`src/rtl/thinning_small_core.sv`:
```
// Zhang-Suen thinning decision for one 3x3 window, one registered result.
// Define THINNING_SMALL_STEP2_EN to also delete on the second sub-iteration.
module thinning_small_core (
  input  logic       clk,
  input  logic       rst,
  input  logic [2:0] top,
  input  logic [2:0] center,
  input  logic [2:0] bottom,
  output logic       result
);

  logic       p1, p2, p3, p4;
  logic       p5, p6, p7, p8, p9;
  logic [7:0] nb;
  logic [7:0] rise;
  logic [3:0] cnt_b;
  logic [2:0] cnt_a;
  logic       common;
  logic       step1;
  logic       step2;
  logic       del;
  logic       next_result;

  assign p9 = top[2];
  assign p2 = top[1];
  assign p3 = top[0];
  assign p8 = center[2];
  assign p1 = center[1];
  assign p4 = center[0];
  assign p7 = bottom[2];
  assign p6 = bottom[1];
  assign p5 = bottom[0];

  // nb[7] is P2, walking clockwise down to nb[0] = P9
  assign nb   = {p2, p3, p4, p5, p6, p7, p8, p9};
  assign rise = ~nb & {nb[6:0], nb[7]};

  always_comb begin
    cnt_b = 4'd0;
    cnt_a = 3'd0;
    for (int i = 0; i < 8; i++) begin
      cnt_b = cnt_b + {3'd0, nb[i]};
      cnt_a = cnt_a + {2'd0, rise[i]};
    end
  end

  assign common = p1
                & (cnt_b >= 4'd2)
                & (cnt_b <= 4'd6)
                & (cnt_a == 3'd1);

  assign step1 = common
               & ~(p2 & p4 & p6)
               & ~(p4 & p6 & p8);

`ifdef THINNING_SMALL_STEP2_EN
  assign step2 = common
               & ~(p2 & p4 & p8)
               & ~(p2 & p6 & p8);
  assign del   = step1 | step2;
`else
  assign step2 = 1'b0;
  assign del   = step1 | step2;
`endif

  assign next_result = p1 & ~del;

  always_ff @(posedge clk) begin
    if (rst) begin
      result <= 1'b0;
    end else begin
      result <= next_result;
    end
  end

endmodule

```
`config.mk`:
```
export PLATFORM = sky130hd
export DESIGN_NAME = thinning_small_core
export DESIGN_NICKNAME = d
export VERILOG_FILES = /design/src/rtl/thinning_small_core.sv
export SDC_FILE = /design/constraint.sdc
export NUM_CORES = 1
export LEC_CHECK = 0
export CAP_MARGIN = 25
export CORE_AREA = 2 2 39 41
export DETAILED_ROUTE_END_ITERATION = 10
export DIE_AREA = 0 0 41 43
export SLEW_MARGIN = 40
export SYNTH_ARGS = -nofsm -noshare
export SYNTH_HDL_FRONTEND = slang
export SYNTH_SLANG_ARGS = --single-unit
export TNS_END_PERCENT = 10
```
`constraint.sdc`:
```
create_clock -name clk -period 3.56 [get_ports clk]
set_input_delay 0.356 -clock clk [delete_from_list [all_inputs] [get_ports clk]]
set_output_delay 0.356 -clock clk [all_outputs]
set_load 0.1 [all_outputs]
```
==> results_dict.tcl, run 1 <==
set metrics [dict create \
    path_delay_family "adder cells" \
    largest-register "result" \
    cts.clk_slew.worst_paths_ns 0 \
    cp_common_cell "fa_1" \
    fmax_mhz 290 \
    drtIter0Drc 5 \
    grt_pass1_wl_um 1400 \
    drtAntennaViolNets 0 \
    setup.worst_path.class "in -> reg" \
    critPathLaunchType "input pin" \
    multiInputGateArea_sq_um 355 \
    ys_seq_elements 1 \
    synth_largest_area_cell "fa_1" \
    rows 14 \
    p_leak_uw 0.000370 \
    drc 0 \
    syn_inst 51 \
    synthFlopType "dfxtp_1" \
    largestRegisters "result: 1 flops" \
    syn-cell-area_sq_um 430 \
    routed_via_density 4.04 \
    async_flop_share_pct 0 \
    seq_area_sq_um 20.0 \
    largest_reg_flops 1 \
    synth_top_cell_area_share_pct 37.2 \
    coreArea_sq_mm 0.00138 \
    antenna_cells 0 \
    dr.pass1.iters 3 \
    path_cells "buf_6, or2b_1, fa_1, fa_1, fa_1, inv_1, ha_2, inv_2, fa_2, and4_1, a311oi_1" \
    area_delta_synth_final_pct 57.0 \
    fp.dieArea_sq_mm 0.00176 \
    nFillCells 160 \
    slew_headroom_pct 67.9 \
    max_stage_delay_ns 0.56 \
    drv_slew 0 \
    vias 372 \
    ys_warn_count 0 \
    synthDistinctLibCells 15 \
    drive_gt1_share_pct 39.5 \
    numPortBuffers 11 \
    critPathBufInv 3 \
    grt_max_degree 4 \
    yosysMostFrequentCell "inv_1" \
    synth_edf_count 0 \
    grt_usage_pct 11.1 \
    nNetsFinal 103 \
    power.density_mw_per_mm2 229 \
    finalSetupViolations 0 \
    crit_arrival_ns 3.35 \
    critPathRequiredTime_ns 3.47 \
    ctsHoldBuffers 0 \
    ios 12 \
    power_uw 154 \
    die_width_um 41 \
    hold_viol_final 0 \
    grt_use_met3_pct 0 \
    place_hpwl_um 738 \
    yosysSeqAreaShare_pct 4.65 \
    grt_pass1_vias 367 \
    antenna_found_initial 0 \
    top_usage_layer "met2" \
    die_y_um 43 \
    post-route-period-util_pct 96.8 \
    critPathCaptureType "flip-flop" \
    synth.area.top_cells "fa_1 (37%), ha_1 (17%), inv_1 (17%)" \
    rsz0062_at_grt "true" \
    wl_um 817 \
    max-vdd-ir-drop_uv 82.8 \
    grt.overflow.total 0 \
    min_path_type "in -> reg" \
    gp_congestion 0.685 \
    met2_usage_pct 19.4 \
    setup-tns-final_ns 0 \
    start_util_pct 31.1 \
    tightestPinTransition_ns 0.484 \
    outcome "finished, final reports clean" \
    path_max_fanout 3 \
    slowest_stage "fa_1" \
    cap_violations 0 \
    wl_per_cell_um 8.88 \
    fin_crit_ns 3.45 \
    use_met1_pct 15.7 \
    netlist_top_cells_count "inv_1 (20), fa_1 (8), ha_1 (6), nand2_1 (6)" \
    synth_fp_nets 76 \
    avgSynthCellArea_sq_um 8.44 \
]
-- path summary, 6_finish.rpt --
path  startpoint      to  slack, ns  cells past startpoint
max       top[2]  result       0.11                     11
min    center[1]  result       0.89                      3
-- cell usage in the layout (no fill, tap or decap), types with 3 or more instances in the layout --
| cell | count |
|---|---|
| inv_2 | 6 |
| inv_1 | 14 |
| buf_4 | 14 |
| fa_1 | 6 |
| clkdlybuf4s50_1 | 3 |
| ha_1 | 4 |
| nand2_1 | 5 |
-- metal layers --
metal | part of all wire (%) | vias up
met2 | 47 | 9
li1 | - | 199
met5 | 0 | -
met4 | 0 | 0
met3 | 5.8 | 0
met1 | 48 | 164
-- final cells by class --
| type | instances | share of cell area (%) |
|---|---|---|
| inverters | 20 | 11.1 |
| multi-input cells | 30 | 52.6 |
| well taps | 16 | 2.96 |
| flip-flops and latches | 1 | 2.96 |
| repair buffers | 25 | 30.4 |
-- report_power, final --
| part | total (uW) | leakage, uW | switching [uW] | internal, uW |
|---|---|---|---|---|
| Combinational | 141 | 0.000362 | 70.4 | 70.8 |
| Clock | 0 | 0 | 0 | 0 |
| Sequential | 13.3 | 0.00000831 | 0.268 | 13.0 |
| Total | 154 | 0.000370 | 70.7 | 83.8 |
-- kinds of logic (layout without fill, tap and decap cells) --
group,after synthesis,in the layout,synth area share (%)
xor+xnor,2,2,4.07
simple gates,10,10,11.3
compound gates,3,3,5.52
mux,1,1,2.33
fa+ha+maj,14,14,54.6
flops,1,1,4.65
buf+inv,20,45,17.4
-- per-stage QoR --
step | instance area [sq um] | setup slack (ns) | utilization (%) | instances | hold WS (ns)
2_1_floorplan | 430 | 0.266 | - | 51 | 0.433
3_3_place_gp | 643 | -0.332 | 46.5 | 89 | 0.902
3_5_place_dp | 638 | -0.357 | 46.1 | 89 | 0.891
4_1_cts | 652 | 0.0118 | 47.1 | 90 | 0.899
5_1_grt | 676 | -0.0623 | 48.8 | 92 | 0.916
6_report | 676 | 0.113 | 48.8 | 92 | 0.893
-- repair_timing --
action,CTS,global route
gates resized for setup,15,15
buffers inserted,1,2
pin swaps,10,8
setup endpoints to repair,1,1
No activity file was read; power rests on OpenSTA's default activity.
==> run 2: changes to the inputs <==
Settings changed: CTS_CLUSTER_SIZE set to 25, TNS_END_PERCENT 10 to unset.
==> results of run 2 <==
The final DEF is identical to that of run 1; final timing and power are the same.
